[config.mk]
export PLATFORM = sky130hd
export DESIGN_NAME = mux_sync_tx
export DESIGN_NICKNAME = d
export VERILOG_FILES = /design/src/rtl/mux_sync_pkg.sv /design/src/rtl/sync_ff_chain.sv /design/src/rtl/mux_sync_tx.sv
export SDC_FILE = /design/constraint.sdc
export NUM_CORES = 1
export LEC_CHECK = 0
export CAP_MARGIN = 10
export CELL_PAD_IN_SITES_DETAIL_PLACEMENT = 0
export CELL_PAD_IN_SITES_GLOBAL_PLACEMENT = 2
export CORE_ASPECT_RATIO = 1.1
export CORE_MARGIN = 2
export CORE_UTILIZATION = 25
export CTS_CLUSTER_DIAMETER = 200
export DETAILED_ROUTE_END_ITERATION = 12
export PLACE_DENSITY_LB_ADDON = 0.1
export SLEW_MARGIN = 0
export SYNTH_ARGS = -nofsm -noshare
export SYNTH_HDL_FRONTEND = slang
export SYNTH_SLANG_ARGS = --single-unit
[constraint.sdc]
create_clock -name clk_i -period 1.3 [get_ports clk_i]
set_input_delay 0.195 -clock clk_i [delete_from_list [all_inputs] [get_ports clk_i]]
set_output_delay 0.195 -clock clk_i [all_outputs]
set_load 0.02 [all_outputs]
[src/rtl/mux_sync_pkg.sv]
// Shared types and constants for the MUX-synchronizer transmit side.
package mux_sync_pkg;

  localparam int MIN_SYNC_STAGES = 2;

  typedef enum logic [1:0] {
    IDLE = 2'd0,
    REQ  = 2'd1,
    DROP = 2'd2
  } tx_state_e;

endpackage

[src/rtl/sync_ff_chain.sv]
// Single-bit flop-chain synchronizer with synchronous active-high reset.
module sync_ff_chain
  import mux_sync_pkg::*;
#(
  parameter int SYNC_STAGES = 2
) (
  input  logic clk_i,
  input  logic rst_i,
  input  logic d_i,
  output logic q_o
);

  if (SYNC_STAGES < MIN_SYNC_STAGES) begin : g_chk_stages
    $error("sync_ff_chain: SYNC_STAGES must be at least MIN_SYNC_STAGES");
  end

  logic [SYNC_STAGES-1:0] sync_p;

  always_ff @(posedge clk_i) begin
    if (rst_i) sync_p <= '0;
    else       sync_p <= {sync_p[SYNC_STAGES-2:0], d_i};
  end

  assign q_o = sync_p[SYNC_STAGES-1];

endmodule

[src/rtl/mux_sync_tx.sv]
// Source-side launcher for a MUX synchronizer: holds a word and runs a four-phase req/ack.
// Optional abort timer is compiled in with `define MUX_SYNC_TX_TIMEOUT_EN.
module mux_sync_tx
  import mux_sync_pkg::*;
#(
  parameter int DATA_WIDTH     = 32,
  parameter int SYNC_STAGES    = 2,
  parameter int TIMEOUT_CYCLES = 1024
) (
  input  logic                  clk_i,
  input  logic                  rst_i,
  input  logic [DATA_WIDTH-1:0] data_i,
  input  logic                  valid_i,
  output logic                  ready_o,
  output logic [DATA_WIDTH-1:0] data_o,
  output logic                  ctrl_o,
  input  logic                  ack_i,
  output logic                  done_o,
  output logic                  err_o
);

  if (SYNC_STAGES < MIN_SYNC_STAGES) begin : g_chk_sync
    $error("mux_sync_tx: SYNC_STAGES must be at least MIN_SYNC_STAGES");
  end
  if (TIMEOUT_CYCLES < 1) begin : g_chk_tmo
    $error("mux_sync_tx: TIMEOUT_CYCLES must be positive");
  end

  tx_state_e state, state_nxt;
  logic      ack_s;
  logic      accept;
  logic      ctrl_nxt, done_nxt, err_nxt;
  logic      tmo_hit;
  logic      abort_q;

  sync_ff_chain #(.SYNC_STAGES(SYNC_STAGES)) u_ack_sync (
    .clk_i (clk_i),
    .rst_i (rst_i),
    .d_i   (ack_i),
    .q_o   (ack_s)
  );

`ifdef MUX_SYNC_TX_TIMEOUT_EN
  localparam int CNT_W = $clog2(TIMEOUT_CYCLES + 1);
  logic [CNT_W-1:0] tmo_cnt;

  // Hit fires on the edge where the count would reach TIMEOUT_CYCLES.
  assign tmo_hit = (state != IDLE) && (tmo_cnt == CNT_W'(TIMEOUT_CYCLES - 1));

  always_ff @(posedge clk_i) begin
    if (rst_i) begin
      tmo_cnt <= '0;
      abort_q <= 1'b0;
    end else if (accept) begin
      tmo_cnt <= '0;
      abort_q <= 1'b0;
    end else if (state == REQ && tmo_hit) begin
      tmo_cnt <= '0;
      abort_q <= 1'b1;
    end else if (state != IDLE) begin
      tmo_cnt <= tmo_cnt + 1'b1;
    end
  end
`else
  assign tmo_hit = 1'b0;
  assign abort_q = 1'b0;
`endif

  always_ff @(posedge clk_i) begin
    if (rst_i) begin
      state  <= IDLE;
      ctrl_o <= 1'b0;
      done_o <= 1'b0;
      err_o  <= 1'b0;
      data_o <= '0;
    end else begin
      state  <= state_nxt;
      ctrl_o <= ctrl_nxt;
      done_o <= done_nxt;
      err_o  <= err_nxt;
      if (accept) data_o <= data_i;
    end
  end

  always_comb begin
    state_nxt = state;
    case (state)
      IDLE:    if (accept)            state_nxt = REQ;
      REQ:     if (ack_s || tmo_hit)  state_nxt = DROP;
      DROP:    if (!ack_s || tmo_hit) state_nxt = IDLE;
      default:                        state_nxt = IDLE;
    endcase
  end

  // ready_o is forced low while reset is held so nothing is accepted during reset.
  always_comb begin
    ready_o  = (state == IDLE) && !rst_i;
    accept   = ready_o && valid_i;
    ctrl_nxt = (state_nxt == REQ);
    done_nxt = (state == DROP) && !ack_s && !tmo_hit && !abort_q;
    err_nxt  = tmo_hit;
  end

endmodule

==> flow_metrics.py, run 1 <==
metrics = {
    "layout": {
        "final_cells": 312,
        "area_growth_pct": 50.4,
        "multi_input_area_sq_um": 811,
        "nets": 266,
        "area.sequential_sq_um": 761,
        "fill_cells": 667,
        "antenna_cells": 0,
        "drive_gt1_share_pct": 8.26,
    },
    "yosys": {
        "netlist_instances": 158,
        "ys_seq_area_share_pct": 45.3,
        "syn_nets": 194,
        "ys_ff_latch": 38,
        "synth_largest_area_cell": "dfxtp_1",
        "syn_avg_cell_area_sq_um": 10.6,
        "synth.top_cells.by_area": "dfxtp_1 45%, nand2b_1 24%, mux2i_1 19%, buf_12 3.6%, buf_6 1.3%",
        "synth_area_sq_um": 1680,
        "yosysWarnings": 0,
        "synth_top_area_share_pct": 45.3,
        "synthDistinctLibCells": 17,
    },
    "critical_path": {
        "slowest_delay_ps": 310,
        "cp.arrival_ps": 1450,
        "r2r_slack_ps": 60,
        "crit_chain": "buf_4 > nor3b_4 > buf_6 > buf_12 > mux2i_2",
        "end_kind": "flip-flop",
        "cp-start-kind": "flip-flop",
        "cp_max_fo": 8,
        "required_ps": 1510,
        "path_class": "flip-flop to flip-flop",
        "cpMaxStageDelayCell": "dfxtp_1",
    },
    "sta": {
        "clock_skew_ps": 7.73,
        "max_freq_ghz": 0.808,
        "setup_tns_ps": 0,
        "setup_violations": 0,
        "worst_hold_slack_ps": 444,
        "fin_crit_sh_pct": 95.2,
        "drv_slew": 0,
        "period_minus_slack_ps": 1240,
        "grt_setup_unrepaired": "false",
        "hold_viol": 0,
    },
    "global_route": {
        "track_usage_pct": 10.2,
        "grt_pass1_vias": 1298,
        "grt_overflow": 0,
        "grt_max_degree": 71,
        "grt_pass1_wl_um": 5850,
        "antenna_found_initial": 0,
    },
    "cts": {
        "cts_root_buffer": "clkbuf_8",
        "clock_latency_ps": 280,
        "htreeDepth": 2,
        "clock_path_buffers": 2,
        "cts_made_buffers": 5,
        "clock-sinks": 38,
        "cts_tree": "built",
        "clk_pin_slew_ps": 70,
    },
    "drt": {
        "remaining_drc_errors": 0,
        "drt-vias-per-instance": 4.12,
        "drt_pre_antenna_iters": 3,
        "drtAntennaViolNets": 0,
        "routedWlPerCell_um": 11.8,
        "drt_iter0_drc": 30,
        "vias": 1284,
        "wirelength_um": 3680,
    },
    "flow_run": {
        "maxCapViolCount": 0,
    },
    "floorplan": {
        "coreArea_sq_um": 6560,
        "start_util_pct": 25.6,
        "fp.dieW_um": 82.1,
        "fp.dieH_um": 90.0,
        "rows": 31,
        "io_pins": 72,
        "die_area_sq_um": 7390,
    },
    "run_status": {
        "status": "finished clean",
    },
    "power": {
        "ir_drop_mv": 0.378,
        "p_leak_uw": 0.00110,
        "p_per_area_nw_per_um2": 1030,
    },
    "min_path": {
        "min_path_type": "flip-flop to flip-flop",
    },
    "place": {
        "gp_congestion": 0.632,
        "place_inst": 302,
        "hpwl_um": 2450,
        "portBuffers": 70,
    },
}
per-layer routing:
metal / global-route usage [%] / vias up / share of wire [%]
li1: - / 649 / -
met1: 11.6 / 591 / 42
met2: 17.6 / 42 / 51
met3: 3.11 / 2 / 6.5
met4: 3.33 / 0 / 0.71
met5: 0 / - / 0
power by group:
group / switching [uW] / internal, uW
clock: 397 / 360
sequential: 35.8 / 1240
combinational: 253 / 310
total: 686 / 1910
what timing repair did:
| item | in CTS | in global routing |
|---|---|---|
| endpoints found under the setup margin | 35 | 6 |
| gates cloned | 0 | 2 |
| gates resized for setup | 39 | 2 |
| pin swaps | 0 | 1 |
| buffers inserted | 0 | 1 |
| hold buffers | 0 | 0 |
flip-flops by register name, summed over array words and instances, names as in the netlist:
register / cells
ctrl_o: 1
data_o: 32
done_o: 1
u_ack_sync.sync_p: 2
state: 2
cell families (layout without fill, tap and decap cells):
| family | Yosys count | in the layout | share of synthesized area, % |
|---|---|---|---|
| multiplexers | 32 | 32 | 19.1 |
| XOR/XNOR | 1 | 1 | 0.522 |
| AO/OA/AOI/OAI | 2 | 2 | 1.04 |
| buffers and inverters | 13 | 85 | 7.00 |
| other | 1 | 1 | 0.223 |
| AND/OR/NAND/NOR | 71 | 71 | 26.8 |
| flip-flops | 38 | 38 | 45.3 |
synthesized netlist by cell type, drive strengths merged:
library cell,number
xnor2,1
clkbuf,6
nor4b,1
nor3b,2
nor3,1
nor2,1
dfxtp,38
nor2b,2
conb,1
mux2i,32
nand2b,64
a2111oi,2
buf,7
worst paths after layout:
kind	from	to	depth (start not counted)
max	state[0]$_SDFF_PP0_	data_o[0]$_SDFFE_PP0P_	5
min	u_ack_sync.sync_p[0]$_SDFF_PP0_	u_ack_sync.sync_p[1]$_SDFF_PP0_	1
max reg2reg	state[0]$_SDFF_PP0_	data_o[0]$_SDFFE_PP0P_	5
min reg2reg	u_ack_sync.sync_p[0]$_SDFF_PP0_	u_ack_sync.sync_p[1]$_SDFF_PP0_	1
through the flow:
stage	worst slack (ps)	utilization, %	power, uW	cell area [sq um]
5_1_grt	1.10	38.5	2750	2520
3_5_place_dp	-210	37.0	1890	2430
6_report	62.2	38.5	2600	2520
2_1_floorplan	203	-	1620	1680
4_1_cts	26.4	37.5	2630	2460
3_3_place_gp	-171	37.0	1880	2430
layout by cell type (no fill, tap or decap), drive strengths merged:
cell,synthesis,routed
nor3b,2,2
nor2b,2,2
clkinv,0,2
a2111oi,2,2
buf,7,8
conb,1,1
nor2,1,1
nor3,1,1
dfxtp,38,38
mux2i,32,32
clkbuf,6,7
nand2b,64,64
clkdlybuf4s50,0,34
nor4b,1,1
dlygate4sd2,0,34
xnor2,1,1
cell type report:
cell class,instances,area share (%)
Tap cell,82,4.06
Clock buffer,5,2.73
Timing Repair Buffer,78,30.6
Sequential cell,38,30.1
Clock inverter,2,0.396
Multi-Input combinational cell,107,32.1
critical path, delay by kind of cell, from the launching register on:
family / cells / cell delay (ps)
buf+inv: 3 / 470
flops: 1 / 310
mux: 1 / 200
simple gates: 1 / 190
Note: power is estimated with default switching activity, not from simulation.
==> run 2: changes to the inputs <==
Settings changed: HOLD_SLACK_MARGIN from default to 0.1, SYNTH_HIERARCHICAL from default to 1.
==> flow_metrics.py, run 2 <==
metrics = {
    "run_status": {
        "status": "finished clean",
    },
    "yosys": {
        "synth_most_common_cell": "nand2b_1",
        "ys_ff_latch": 38,
        "synthDistinctLibCells": 17,
        "synth_largest_area_cell": "dfxtp_1",
        "synth_edf_count": 0,
        "netlist_instances": 158,
        "ys_async_sr_fraction_pct": 0,
        "ys.flop_type": "dfxtp_1",
        "yosysWarnings": 6,
        "syn_nets": 194,
        "synth_area_sq_um": 1680,
        "synth.top_cells.by_area": "dfxtp_1 45%, nand2b_1 24%, mux2i_1 19%, buf_12 3.6%, buf_6 1.3%",
        "synth_top_area_share_pct": 45.3,
        "syn_avg_cell_area_sq_um": 10.6,
        "ys_seq_area_share_pct": 45.3,
        "yosys-top-cells-count": "64 x nand2b_1, 38 x dfxtp_1, 32 x mux2i_1, 6 x clkbuf_1, 3 x buf_12",
    },
    "global_route": {
        "grt_pass1_wl_um": 6200,
        "grt_overflow": 0,
        "grt_max_degree": 71,
        "track_usage_pct": 11.0,
        "antenna_found_initial": 0,
        "grt_pass1_vias": 1334,
    },
    "drt": {
        "remaining_drc_errors": 0,
        "routedWlPerCell_um": 12.4,
        "drt-vias-per-instance": 4.11,
        "wirelength_um": 3890,
        "drt_iter0_drc": 39,
        "drt_pre_antenna_iters": 4,
        "drtAntennaViolNets": 0,
        "vias": 1286,
    },
    "place": {
        "dp_slack_ps": -315,
        "hpwl_um": 2560,
        "placement.cell_area_sq_um": 2430,
        "place_inst": 302,
        "gp_congestion": 0.622,
        "portBuffers": 70,
    },
    "layout": {
        "design_area_sq_um": 2550,
        "largest_register_ffs": 32,
        "area_growth_pct": 51.8,
        "fill_cells": 695,
        "multi_input_area_sq_um": 808,
        "area.sequential_sq_um": 763,
        "drive_gt1_share_pct": 7.79,
        "regMostFlops": "data_o",
        "reg_top3": "data_o: 32 flops, state: 2 flops, u_ack_sync/sync_p: 2 flops",
        "antenna_cells": 0,
        "nets": 267,
        "layout_common_cells": "64 x nand2b_1, 36 x dfxtp_1, 35 x clkdlybuf4s50_1",
        "final_common_cell": "nand2b_1",
        "final_cells": 313,
    },
    "floorplan": {
        "fp.dieH_um": 90.0,
        "io_pins": 72,
        "start_util_pct": 25.6,
        "rows": 31,
        "fp.dieW_um": 82.1,
        "coreArea_sq_um": 6560,
        "die_area_sq_um": 7390,
    },
    "cts": {
        "clock_latency_ps": 280,
        "cts_tree": "built",
        "cts_made_buffers": 5,
        "cts_root_buffer": "clkbuf_8",
        "cts.hold.buffers_added": 0,
        "clk_pin_slew_ps": 70,
        "clock_path_buffers": 2,
        "htreeDepth": 2,
        "clock-sinks": 38,
    },
    "critical_path": {
        "worst_r2r_path_depth": 5,
        "cp-start-kind": "flip-flop",
        "cp_max_fo": 7,
        "path_class": "flip-flop to flip-flop",
        "cp.arrival_ps": 1440,
        "rr_startpoint": "state[1]$_SDFF_PP0_",
        "worstReg2RegEnd": "data_o[15]$_SDFFE_PP0P_",
        "r2r_slack_ps": 60,
        "end_kind": "flip-flop",
        "required_ps": 1510,
    },
    "sta": {
        "fin_crit_sh_pct": 95.0,
        "clock_skew_ps": 5.47,
        "grt_setup_unrepaired": "true",
        "period_minus_slack_ps": 1240,
        "hold_viol": 0,
        "setup_tns_ps": 0,
        "finalWorstSetupSlack_ps": 65.0,
        "drv_slew": 0,
        "setup_violations": 0,
        "max_freq_ghz": 0.810,
    },
    "power": {
        "total_power_uw": 2610,
        "p_leak_uw": 0.00111,
        "ir_drop_mv": 0.360,
        "p_per_area_nw_per_um2": 1020,
    },
    "min_path": {
        "min_path_type": "flip-flop to flip-flop",
        "worstHoldStart": "u_ack_sync/sync_p[0]$_SDFF_PP0_",
        "holdPathStages": 1,
        "hold_end": "u_ack_sync/sync_p[1]$_SDFF_PP0_",
    },
    "flow_run": {
        "maxCapViolCount": 0,
    },
}
-- run 2: cell counts after synthesis --
Identical to the previous run, type by type.
-- run 2: final cells by class --
type,instances,area share [%]
clock buffers,7,2.99
repair buffers,79,31.3
multi-input cells,107,31.7
flip-flops and latches,38,29.9
well taps,82,4.03
-- run 2: report_power, final --
part | switching, uW | internal, uW | leakage (uW)
Clock | 386 | 369 | 0.0000383
Sequential | 37.4 | 1240 | 0.000313
Combinational | 256 | 316 | 0.000758
-- run 2: worst max-delay path by stage --
stage                                    from                       to  slack, ps  depth (start not counted)
after floorplan           state[0]$_SDFF_PP0_                  ready_o        200                          2
after global placement                  rst_i                  ready_o       -330                          3
after detailed placement                rst_i                  ready_o       -320                          3
after CTS                 state[1]$_SDFF_PP0_                  ready_o        -30                          2
after global routing      state[1]$_SDFF_PP0_   data_o[1]$_SDFFE_PP0P_        -20                          5
final                     state[1]$_SDFF_PP0_  data_o[15]$_SDFFE_PP0P_         60                          5
-- run 2: layer usage --
metal	vias to the layer above	global-route usage, %	routed length (um)
li1	651	-	-
met1	589	12.6	1620
met2	40	18.2	1960
met3	6	4.12	249
met4	0	4.17	59
met5	-	0	0
-- run 2: worst max-delay path, stage by stage (launching register included) --
cell       delay, ps
dfxtp_2          330
buf_6            120
nor3b_4          200
buf_6            180
clkbuf_16        170
mux2i_1          170
-- run 2: through the flow --
stage | utilization (%) | hold WS (ps)
floorplan | - | 267
global placement | 37.1 | 422
detailed placement | 37.1 | 423
CTS | 38.2 | 440
global route | 38.9 | 467
finish | 38.9 | 438
-- run 2: what timing repair did --
action / CTS / global route
gates cloned: 1 / 1
resized for setup: 39 / 7
setup buffers: 1 / 1
endpoints found under the setup margin: 37 / 23
pin swaps: 1 / 1
-- run 2: logic make-up after synthesis --
family	Yosys count	synth area share, %
AOI/OAI and AO/OA	2	1.04
and+or+nand+nor	71	26.8
DFF	38	45.3
buffers and inverters	13	7.00
muxes	32	19.1
other	1	0.223
xor gates and xnor gates	1	0.522
==> run 3: changes to the inputs <==
Settings changed: CORE_ASPECT_RATIO 1.1 to default, TNS_END_PERCENT from default to 10.
==> flow_metrics.py, run 3 (synthesized netlist as in run 2, its figures left out) <==
metrics = {
    "critical_path": {
        "cp.arrival_ps": 1480,
        "required_ps": 1510,
        "end_kind": "flip-flop",
        "slowest_delay_ps": 340,
        "crit_chain": "buf_6 > nor3b_4 > buf_6 > buf_12 > mux2i_1",
        "cp_max_fo": 16,
        "cp-start-kind": "flip-flop",
        "crit_buf_inv": 3,
        "crit_top_cell": "buf_6",
        "cpMaxStageDelayCell": "dfxtp_2",
        "cp_top_family": "buffers and inverters",
        "path_class": "flip-flop to flip-flop",
    },
    "run_status": {
        "status": "finished clean",
    },
    "power": {
        "total_power_uw": 2700,
        "p_per_area_nw_per_um2": 1070,
        "p_leak_uw": 0.00110,
        "ir_drop_mv": 0.563,
    },
    "global_route": {
        "grt_pass1_wl_um": 6330,
        "grt_max_degree": 71,
        "grt_pass1_vias": 1316,
        "track_usage_pct": 11.1,
        "grt_overflow": 0,
        "antenna_found_initial": 0,
    },
    "layout": {
        "antenna_cells": 0,
        "fill_cells": 663,
        "largest_register_ffs": 32,
        "area.sequential_sq_um": 763,
        "regMostFlops": "data_o",
        "multi_input_area_sq_um": 811,
        "area_growth_pct": 50.6,
        "drive_gt1_share_pct": 8.70,
        "fin_util_pct": 39.4,
        "final_common_cell": "nand2b_1",
        "nets": 265,
        "reg_top3": "data_o: 32 flops, state: 2 flops, u_ack_sync/sync_p: 2 flops",
        "layout_common_cells": "64 x nand2b_1, 36 x dfxtp_1, 35 x clkdlybuf4s50_1",
    },
    "drt": {
        "drt_pre_antenna_iters": 4,
        "vias": 1293,
        "wirelength_um": 4040,
        "drtAntennaViolNets": 0,
        "drt-vias-per-instance": 4.21,
        "drt_iter0_drc": 44,
        "remaining_drc_errors": 0,
        "routedWlPerCell_um": 13.1,
    },
    "cts": {
        "cts_root_buffer": "clkbuf_8",
        "clock_latency_ps": 290,
        "cts_tree": "built",
        "htreeDepth": 2,
        "clk_pin_slew_ps": 80,
        "clock-sinks": 38,
        "cts_made_buffers": 5,
        "clock_path_buffers": 2,
    },
    "sta": {
        "hold_viol": 0,
        "max_freq_ghz": 0.790,
        "setup_violations": 0,
        "worst_hold_slack_ps": 440,
        "grt_setup_unrepaired": "true",
        "clock_skew_ps": 9.77,
        "drv_slew": 0,
        "period_minus_slack_ps": 1270,
        "fin_crit_sh_pct": 97.4,
    },
    "min_path": {
        "min_path_type": "flip-flop to flip-flop",
    },
    "place": {
        "hpwl_um": 2790,
        "portBuffers": 70,
        "gp_congestion": 0.768,
    },
    "floorplan": {
        "rows": 29,
        "start_util_pct": 26.1,
        "die_area_sq_um": 7390,
        "fp.dieH_um": 86.0,
        "coreArea_sq_um": 6420,
        "fp.dieW_um": 86.0,
        "io_pins": 72,
    },
    "flow_run": {
        "maxCapViolCount": 0,
    },
}
run 3: path summary, 6_finish.rpt:
| kind | start | to | slack [ps] | depth (start not counted) |
|---|---|---|---|---|
| worst max-delay path | state[0]$_SDFF_PP0_ | data_o[25]$_SDFFE_PP0P_ | 30 | 5 |
| worst min-delay path | u_ack_sync/sync_p[0]$_SDFF_PP0_ | u_ack_sync/sync_p[1]$_SDFF_PP0_ | 440 | 1 |
| worst max register to register | state[0]$_SDFF_PP0_ | data_o[25]$_SDFFE_PP0P_ | 30 | 5 |
| worst min register to register | u_ack_sync/sync_p[0]$_SDFF_PP0_ | u_ack_sync/sync_p[1]$_SDFF_PP0_ | 440 | 1 |
run 3: timing repair:
action | in CTS | in global routing
pin swaps | 0 | 1
resized for setup | 38 | 8
cloned | 0 | 1
setup buffers | 0 | 1
endpoints found under the setup margin | 35 | 32
hold buffers | 0 | 0
run 3: metrics by stage:
step	worst slack [ps]	instances	area, sq um	setup TNS, ps
6_report	33.6	307	2530	0
5_1_grt	-24.7	307	2530	-96.6
4_1_cts	1.42	305	2480	0
3_5_place_dp	-335	297	2430	-8420
3_3_place_gp	-283	297	2430	-6540
2_1_floorplan	202	158	1680	0
run 3: power by group:
group	switching, uW	leakage (uW)	internal (uW)	total (uW)
combinational	257	0.000740	304	561
sequential	36.5	0.000313	1240	1280
clock	432	0.0000472	427	859
total	726	0.00110	1970	2700
run 3: metal layers:
layer | vias to the layer above | share of wire (%) | track usage [%]
li1 | 646 | - | -
met1 | 597 | 43 | 12.8
met2 | 46 | 49 | 18.0
met3 | 4 | 7.5 | 5.49
met4 | 0 | 0.99 | 3.46
met5 | - | 0 | 0
run 3: layout make-up:
class,instances,area share (%)
Multi-Input combinational cell,107,32.1
Sequential cell,38,30.2
Timing Repair Buffer,77,30.2
Tap cell,77,3.81
Clock buffer,6,3.27
Clock inverter,2,0.495
run 3: worst reg2reg max path: stages, from the launching register on:
cell and delay, ps:
dfxtp_2 340, buf_6 130, nor3b_4 190, buf_6 150, buf_12 170, mux2i_1 210
